### config.mk
export PLATFORM = sky130hd
export DESIGN_NAME = instr_encoder
export DESIGN_NICKNAME = d
export VERILOG_FILES = /design/src/rtl/instr_encoder_pkg.sv /design/src/rtl/instr_encoder_field_pack.sv /design/src/rtl/instr_encoder.sv
export SDC_FILE = /design/constraint.sdc
export NUM_CORES = 1
export LEC_CHECK = 0
export ABC_AREA = 0
export CAP_MARGIN = 25
export CORE_UTILIZATION = 41
export DETAILED_ROUTE_END_ITERATION = 6
export PLACE_DENSITY = 0.89
export SETUP_SLACK_MARGIN = 0.02
export SLEW_MARGIN = 30
export SYNTH_ARGS = -nofsm -noshare
export SYNTH_HDL_FRONTEND = slang
export SYNTH_SLANG_ARGS = --single-unit
### constraint.sdc
create_clock -name clk_i -period 2.16 [get_ports clk_i]
set_input_delay 0.648 -clock clk_i [delete_from_list [all_inputs] [get_ports clk_i]]
set_output_delay 0.648 -clock clk_i [all_outputs]
set_load 0.05 [all_outputs]
### src/rtl/instr_encoder_pkg.sv
// Shared encodings for the instruction encoder: descriptor kinds, MIPS opcodes/functs,
// FSM states and small word-packing helpers.
package instr_encoder_pkg;

    typedef enum logic [3:0] {
        KIND_ADD  = 4'd0,
        KIND_SUB  = 4'd1,
        KIND_AND  = 4'd2,
        KIND_OR   = 4'd3,
        KIND_SLT  = 4'd4,
        KIND_ADDI = 4'd5,
        KIND_LW   = 4'd6,
        KIND_SW   = 4'd7,
        KIND_BEQ  = 4'd8,
        KIND_BNE  = 4'd9,
        KIND_J    = 4'd10,
        KIND_JAL  = 4'd11,
        KIND_NOP  = 4'd12
    } kind_e;

    localparam logic [5:0] OP_RTYPE = 6'h00;
    localparam logic [5:0] OP_ADDI  = 6'h08;
    localparam logic [5:0] OP_LW    = 6'h23;
    localparam logic [5:0] OP_SW    = 6'h2B;
    localparam logic [5:0] OP_BEQ   = 6'h04;
    localparam logic [5:0] OP_BNE   = 6'h05;
    localparam logic [5:0] OP_J     = 6'h02;
    localparam logic [5:0] OP_JAL   = 6'h03;

    localparam logic [5:0] FUNCT_ADD = 6'h20;
    localparam logic [5:0] FUNCT_SUB = 6'h22;
    localparam logic [5:0] FUNCT_AND = 6'h24;
    localparam logic [5:0] FUNCT_OR  = 6'h25;
    localparam logic [5:0] FUNCT_SLT = 6'h2A;

    typedef enum logic [1:0] {
        ST_IDLE = 2'd0,
        ST_RUN  = 2'd1,
        ST_DONE = 2'd2,
        ST_ERR  = 2'd3
    } state_e;

    function automatic logic [31:0] pack_r(input logic [4:0] rs, input logic [4:0] rt,
                                           input logic [4:0] rd, input logic [5:0] funct);
        return {OP_RTYPE, rs, rt, rd, 5'd0, funct};
    endfunction

    function automatic logic [31:0] pack_i(input logic [5:0] op, input logic [4:0] rs,
                                           input logic [4:0] rt, input logic [15:0] imm);
        return {op, rs, rt, imm};
    endfunction

    function automatic logic [31:0] pack_j(input logic [5:0] op, input logic [25:0] target);
        return {op, target};
    endfunction

endpackage

### src/rtl/instr_encoder_field_pack.sv
// Combinational mapping from a symbolic descriptor to a 32-bit MIPS word.
// Codes outside the kind table raise illegal and yield a zero word.
module instr_field_pack
    import instr_encoder_pkg::*;
(
    input  logic [3:0]  i_kind,
    input  logic [4:0]  i_rs,
    input  logic [4:0]  i_rt,
    input  logic [4:0]  i_rd,
    input  logic [15:0] i_imm,
    input  logic [25:0] i_target,
    output logic [31:0] o_word,
    output logic        o_illegal
);

    always_comb begin
        o_word    = 32'h0;
        o_illegal = 1'b0;
        case (i_kind)
            KIND_ADD:  o_word = pack_r(i_rs, i_rt, i_rd, FUNCT_ADD);
            KIND_SUB:  o_word = pack_r(i_rs, i_rt, i_rd, FUNCT_SUB);
            KIND_AND:  o_word = pack_r(i_rs, i_rt, i_rd, FUNCT_AND);
            KIND_OR:   o_word = pack_r(i_rs, i_rt, i_rd, FUNCT_OR);
            KIND_SLT:  o_word = pack_r(i_rs, i_rt, i_rd, FUNCT_SLT);
            KIND_ADDI: o_word = pack_i(OP_ADDI, i_rs, i_rt, i_imm);
            KIND_LW:   o_word = pack_i(OP_LW, i_rs, i_rt, i_imm);
            KIND_SW:   o_word = pack_i(OP_SW, i_rs, i_rt, i_imm);
            KIND_BEQ:  o_word = pack_i(OP_BEQ, i_rs, i_rt, i_imm);
            KIND_BNE:  o_word = pack_i(OP_BNE, i_rs, i_rt, i_imm);
            KIND_J:    o_word = pack_j(OP_J, i_target);
            KIND_JAL:  o_word = pack_j(OP_JAL, i_target);
            KIND_NOP:  o_word = 32'h0;
            default:   o_illegal = 1'b1;
        endcase
    end

endmodule

### src/rtl/instr_encoder.sv
// Program loader: accepts descriptors, encodes them and writes them sequentially
// into instruction memory with a one-cycle registered write port.
module instr_encoder
    import instr_encoder_pkg::*;
#(
    parameter int          ADDR_W    = 8,
    parameter logic [31:0] BASE_ADDR = 32'h0
) (
    input  logic              clk_i,
    input  logic              rst_i,
    input  logic              start_i,
    input  logic              valid_i,
    output logic              ready_o,
    input  logic [3:0]        kind_i,
    input  logic [4:0]        rs_i,
    input  logic [4:0]        rt_i,
    input  logic [4:0]        rd_i,
    input  logic [15:0]       imm_i,
    input  logic [25:0]       target_i,
    input  logic              last_i,
    output logic              imem_we_o,
    output logic [31:0]       imem_addr_o,
    output logic [31:0]       imem_data_o,
    output logic [ADDR_W:0]   count_o,
    output logic              done_o,
    output logic              err_o
);

    localparam logic [ADDR_W:0] DEPTH   = {1'b1, {ADDR_W{1'b0}}};
    localparam logic [ADDR_W:0] CNT_ONE = {{ADDR_W{1'b0}}, 1'b1};

    state_e            r_state;
    state_e            w_state_nxt;
    logic [ADDR_W:0]   r_count;
    logic [ADDR_W:0]   w_count_nxt;
    logic              r_we_p1;
    logic [31:0]       r_addr_p1;
    logic [31:0]       r_data_p1;

    logic [31:0]       w_word;
    logic              w_illegal;
    logic              w_ready;
    logic              w_accept;
    logic              w_write;
    logic [31:0]       w_addr;

    instr_field_pack u_pack (
        .i_kind    (kind_i),
        .i_rs      (rs_i),
        .i_rt      (rt_i),
        .i_rd      (rd_i),
        .i_imm     (imm_i),
        .i_target  (target_i),
        .o_word    (w_word),
        .o_illegal (w_illegal)
    );

    assign w_ready  = (r_state == ST_RUN) && !start_i && (r_count < DEPTH);
    assign w_accept = valid_i && w_ready;
    assign w_addr   = BASE_ADDR + {{(32-ADDR_W-3){1'b0}}, r_count, 2'b00};

    // start_i outranks the handshake; ready_o is already low while it is high
    always_comb begin
        w_state_nxt = r_state;
        w_count_nxt = r_count;
        w_write     = 1'b0;
        if (start_i) begin
            w_state_nxt = ST_RUN;
            w_count_nxt = '0;
        end else if (w_accept) begin
            if (w_illegal) begin
                w_state_nxt = ST_ERR;
            end else begin
                w_write     = 1'b1;
                w_count_nxt = r_count + CNT_ONE;
                if (last_i) begin
                    w_state_nxt = ST_DONE;
                end else if (w_count_nxt == DEPTH) begin
                    w_state_nxt = ST_ERR;
                end
            end
        end
    end

    // stage p1: registered write port, one cycle after acceptance
    always_ff @(posedge clk_i or negedge rst_i) begin
        if (!rst_i) begin
            r_state   <= ST_IDLE;
            r_count   <= '0;
            r_we_p1   <= 1'b0;
            r_addr_p1 <= 32'h0;
            r_data_p1 <= 32'h0;
        end else begin
            r_state <= w_state_nxt;
            r_count <= w_count_nxt;
            r_we_p1 <= w_write;
            if (w_write) begin
                r_addr_p1 <= w_addr;
                r_data_p1 <= w_word;
            end
        end
    end

    assign ready_o     = w_ready;
    assign imem_we_o   = r_we_p1;
    assign imem_addr_o = r_addr_p1;
    assign imem_data_o = r_data_p1;
    assign count_o     = r_count;
    assign done_o      = (r_state == ST_DONE);
    assign err_o       = (r_state == ST_ERR);

endmodule

Word-level counts from Yosys, hierarchy flattened
Index checks and enable logic that the tools add are counted.
{ "totals": {"reg_bits": 53, "out_inout_bits": 77, "inputBits": 66, "wordCells": 46} }
{ "classes": {"magnitude_cmp": 1, "n_reduce_logical": 10, "n_mux": 12, "n_eq_ne": 17, "add_sub_neg": 1} }
{ "ops": {"columns": ["op", "count"], "rows": [
  ["one-hot mux 32 bit (12 select lines)", 1],
  ["2-to-1 mux 9 bit", 3],
  ["equality test 4 bit (second input constant)", 5],
  ["equality test 4 x 3 -> 1 bit (second input constant)", 4],
  ["OR reduction 13 bit", 1],
  ["2-to-1 mux 2 bit", 5],
  ["adder 9 x 1 -> 9 bit (second input constant)", 1],
  ["equality test 9 bit (second input constant)", 1],
  ["less-than comparator 9 bit (second input constant)", 1],
  ["equality test 4 x 2 -> 1 bit (second input constant)", 2],
  ["equality test 2 bit (second input constant)", 2],
  ["equality test 4 x 1 -> 1 bit (second input constant)", 1],
  ["zero test 4 bit", 1],
  ["inequality test 4 x 1 -> 1 bit (second input constant)", 1],
  ["AND reduction 2 bit", 2],
  ["nonzero test 2 bit", 2],
  ["logical AND 1 bit", 3],
  ["2-to-1 mux 1 bit", 3],
  ["equality test 2 x 1 -> 1 bit (second input constant)", 1],
  ["zero test 1 bit", 1]
]} }

Logic depth before layout (Yosys ltp)
{ "depth": {"word_depth": 7, "depth_mapped": 7, "depth_no_buf": 6} }

Cells and area by module
From an unflattened synthesis, not the netlist that was laid out.
{ "unflattened": {"cells_unflattened": 295, "area_unflattened_um2": 3185.6} }
{ "modules_own_cells": {"columns": ["module", "cells_each", "instances", "seq_area_each_um2", "area_per_inst_um2"], "rows": [
  ["instr_encoder", 176, 1, 1326.3, 2366.0],
  ["instr_field_pack", 119, 1, 0.0, 819.5]
]} }

Worst setup path before layout
No wires, ideal clock.
{ "synth_timing": {"path_kind": "reg-to-reg", "start": "register r_count[8], in the netlist count_o[8]", "end": "register r_data_p1[28], in the netlist imem_data_o[28]", "setup_ns": 0.126, "synth_period_minus_slack_ns": 2.263, "required_ns": 2.034, "arrival_ns": 2.137, "path_stages_with_launch": 7, "setup_slack_ns": -0.103, "cell_sequence": "dfrtp_1 nor4b_4 nand3b_2 buf_6 buf_2 nand2_1 o31ai_1"} }
{ "synth_via": {"elab_chain_len": 5} }
{ "synth_lines": {"columns": ["element", "line", "rtl"], "rows": [
  ["from (decl)", "instr_encoder.sv:34", "logic [ADDR_W:0] r_count;"],
  ["from (signal assigned)", "instr_encoder.sv:95", "r_count <= w_count_nxt;"],
  ["less-than comparator 9 bit", "instr_encoder.sv:58", "assign w_ready = (r_state == ST_RUN) && !start_i && (r_count < DEPTH);"],
  ["logical AND 1 bit", "instr_encoder.sv:58", null],
  ["named net ready_o", "instr_encoder.sv:13", "output logic ready_o,"],
  ["logical AND 1 bit", "instr_encoder.sv:59", "assign w_accept = valid_i && w_ready;"],
  ["2-to-1 mux 1 bit", "instr_encoder.sv:70", "end else if (w_accept) begin"],
  ["2-to-1 mux 1 bit", "instr_encoder.sv:67", "if (start_i) begin"],
  ["to (signal assigned)", "instr_encoder.sv:99", "r_data_p1 <= w_word;"],
  ["to (decl)", "instr_encoder.sv:38", "logic [31:0] r_data_p1;"]
]} }
The timed path passes the listed nets, and every way through them passes these cells.
A chain may end at the register's enable or synchronous reset.

Worst setup path after layout
{ "layout_timing": {"start": "input port start_i", "end": "output port ready_o"} }
{ "layout_via": {"elab_chain_len": 3} }
{ "layout_lines": {"columns": ["element", "line", "rtl"], "rows": [
  ["from (decl)", "instr_encoder.sv:11", "input logic start_i,"],
  ["zero test 1 bit", "instr_encoder.sv:58", null],
  ["logical AND 1 bit (2 in series)", "instr_encoder.sv:58", null],
  ["to (decl)", "instr_encoder.sv:13", null]
]} }
Every way passes these cells.

==> impl_metrics.csv <==
group,metric,value,unit
outcome,status,"complete, no violations",
cts,ctsLongestPathBuffers,2,
grt,grt_pass1_vias,2825,
synth,synth_edf_count,0,
route,drc,0,
worst_setup_path,end_kind,"output pin",
sta,fmax,476.3,MHz
finish,diodes,0,
flow_run,maxCapViolCount,0,
cts,tritoncts,"built",
worst_setup_path,startpoint_type,"primary input",
die,core_area,6794,sq um
synth,synthFlopType,"dfrtp_1",
synth,yosys_warnings,0,
worst_hold_path,hold_class,"in2async",
worst_setup_path,reg2reg_depth,6,
die,io_pins,143,
finish,area_delta_synth_final,49.78,%
power_and_ir_drop,ir_drop,0.0002788,V
route,via_per_inst,5.141,
route,wl_per_cell,14.28,um
finish,finalNonFillerCells,552,
worst_setup_path,critPathKind,"in2out",
synth,synth_cells,320,
grt,grtUsageMet1,26.75,%
synth,synth-seq-cells,52,
synth,synth_top_area_cell,"dfrtp_1",
die,row_count,30,
synth,netlist_area,2895,sq um
synth,synthTopCellsByCount,"nand2_1, dfrtp_1, buf_4, nor2_1, o21ai_0",
grt,grt_max_degree,33,
route,num_vias,2838,
route,drt_iter0_drc,143,
finish,drive_above_1_share,17.32,%
synth,synthArstFlopShare,100.0,%
die,die_h,86.04,um
sta,rsz0062_at_grt,"true",
place,dp_cells,543,
cts,cts-htree-levels,2,
worst_setup_path,r2r-start,"count_o[8]",
sta,fin_worst_skew,0.003144,ns
place,gp_congestion,0.8786,
synth,ys_seq_area_share,44.94,%
worst_setup_path,rrSetupSlack,0.34,ns
grt,grt_util_all_layers,22.07,%
synth,synth.area.top_cells,"dfrtp_1, nand2_1, buf_4",
cts,cts.clk_slew.worst_paths,0.10,ns
grt,busiest_layer,"met2",
power_and_ir_drop,p_per_area,624.0,nW/um^2
grt,grt_pass1_wl,12890,um
worst_setup_path,required,1.51,ns
sta,maxSlewViolCount,0,
place,dp_hpwl,6008,um
finish,nets,523,
grt,overflow,0,
cts,cts-buffers-inserted,5,
synth,yosys.area.top_type_share,44.94,%
cts,cts-root-buf,"clkbuf_8",
synth,avgSynthCellArea,9.048,sq um
route,ant_nets,0,
sta,period_needed,2.099,ns
synth,synth.distinct_cells,42,
worst_setup_path,cp_max_fo,2,
die,die_x,86.04,um
die,start_util,42.62,%
power_and_ir_drop,cellLeakagePower,2.314,nW
sta,setup_viol,0,
grt,met2_usage,38.31,%
place,port_buffers,118,
sta,relSlewSlack,65.76,%
worst_setup_path,cp.arrival,1.45,ns
cts,cts_num_sinks,52,
grt,grtUsageMet3,3.946,%
grt,antenna_found_initial,0,
synth,yosysMostFrequentCell,"nand2_1",
die,die-area,7402,sq um
sta,setup_tns,0,ns
sta,hold_violations,0,
route,drt_pass1_iterations,5,
sta,period_share,97.19,%
worst_setup_path,r2r_end,"imem_data_o[12]",
sta,worstMarginPinSlew,0.5127,ns
cts,clock_latency,0.31,ns
route,routed_wl,7880,um
-- power by group --
part / internal, mW / switching [mW]
Sequential: 1.06 / 0.0589
Combinational: 0.370 / 0.643
Clock: 0.233 / 0.344
-- area by class of cell --
class,instances,area [sq um]
clock buffers,5,68.82
clock inverters,3,22.52
fillers,596,2457
inverters,14,55.05
multi-input cells,231,1351
flip-flops and latches,52,1303
well taps,96,120.1
repair buffers,151,1416
-- per-layer routing --
metal | part of all wire [%] | up-vias
met3 | 5.3 | 19
met4 | 2.9 | 0
li1 | - | 1337
met1 | 42 | 1359
met2 | 50 | 123
met5 | 0 | -
-- layout by cell type (no fill, tap or decap), types with 2 or more instances in the layout --
cell type        netlist  layout
a21oi_1                7       6
a222oi_1               5       5
a22o_1                13      13
a22oi_1                9       9
a2bb2oi_1             10      10
and2_1                 7       7
and3_1                 2       2
buf_12                 0       3
buf_4                 25      58
clkbuf_8               0       5
clkdlybuf4s50_1        0      64
conb_1                 1      24
dfrtp_1               52      51
dlygate4sd2_1          0      10
dlymetal6s2s_1         0      15
ha_1                   2       2
inv_1                 13      13
mux2i_1                3       3
nand2_1               56      56
nand2b_1               2       2
nand3_1                2       2
nand3b_1               2       2
nand4_1                2       2
nor2_1                17      17
nor2b_1                4       4
o21ai_0               17      16
o21ai_1               11      12
o22ai_1               15      15
o31ai_1                3       3
xnor2_1                4       4
xor2_1                 3       3
-- per-stage QoR --
| step | instance area, sq um | setup WS (ns) | power [mW] | util (%) | hold slack [ns] |
|---|---|---|---|---|---|
| global route | 4337 | -0.004553 | 2.825 | 63.83 | 0.3157 |
| finish | 4337 | 0.06069 | 2.706 | 63.83 | 0.2964 |
| detailed placement | 4209 | -0.2322 | 2.165 | 61.95 | 0.4698 |
| global placement | 4209 | -0.1647 | 2.148 | 61.95 | 0.4567 |
| floorplan | 3013 | -0.04983 | 1.784 | - | 0.3524 |
| CTS | 4295 | 0.02002 | 2.727 | 63.22 | 0.3021 |
-- repair_timing --
| action | CTS | global route |
|---|---|---|
| pin swaps | 0 | 0 |
| setup buffers | 1 | 0 |
| endpoints found under the setup margin | 10 | 17 |
| resized for setup | 10 | 16 |
| hold buffers | 0 | 0 |
-- registers in the layout, summed over array words and instances, names as in the netlist --
| register | count |
|---|---|
| imem_addr_o | 9 |
| r_state | 2 |
| imem_we_o | 1 |
| imem_data_o | 31 |
| count_o | 9 |
-- critical path, stage by stage --
cell and delay [ns]:
dlygate4sd2_1 0.27, nor4b_4 0.24, buf_4 0.16, buf_12 0.13
-- worst max path at each step --
stage,end,from
CTS,imem_data_o[7],imem_data_o[7]
finish,ready_o,start_i
global route,imem_data_o[12],kind_i[2]
detailed placement,imem_data_o[12],start_i
floorplan,r_state[0],start_i
global placement,ready_o,start_i
-- kinds of logic (layout without fill, tap and decap cells) --
logic type | after synthesis | in the layout | share of synthesized area [%]
other | 1 | 24 | 0.1295
buffers and inverters | 60 | 173 | 11.80
flip-flops | 52 | 52 | 44.94
XOR/XNOR | 7 | 7 | 2.118
AND/OR/NAND/NOR | 99 | 99 | 16.12
AO/OA/AOI/OAI | 95 | 95 | 22.60
adder cells (fa/ha/maj) | 2 | 2 | 0.8642
multiplexers | 4 | 4 | 1.426
(Power assumes the default switching activity.)
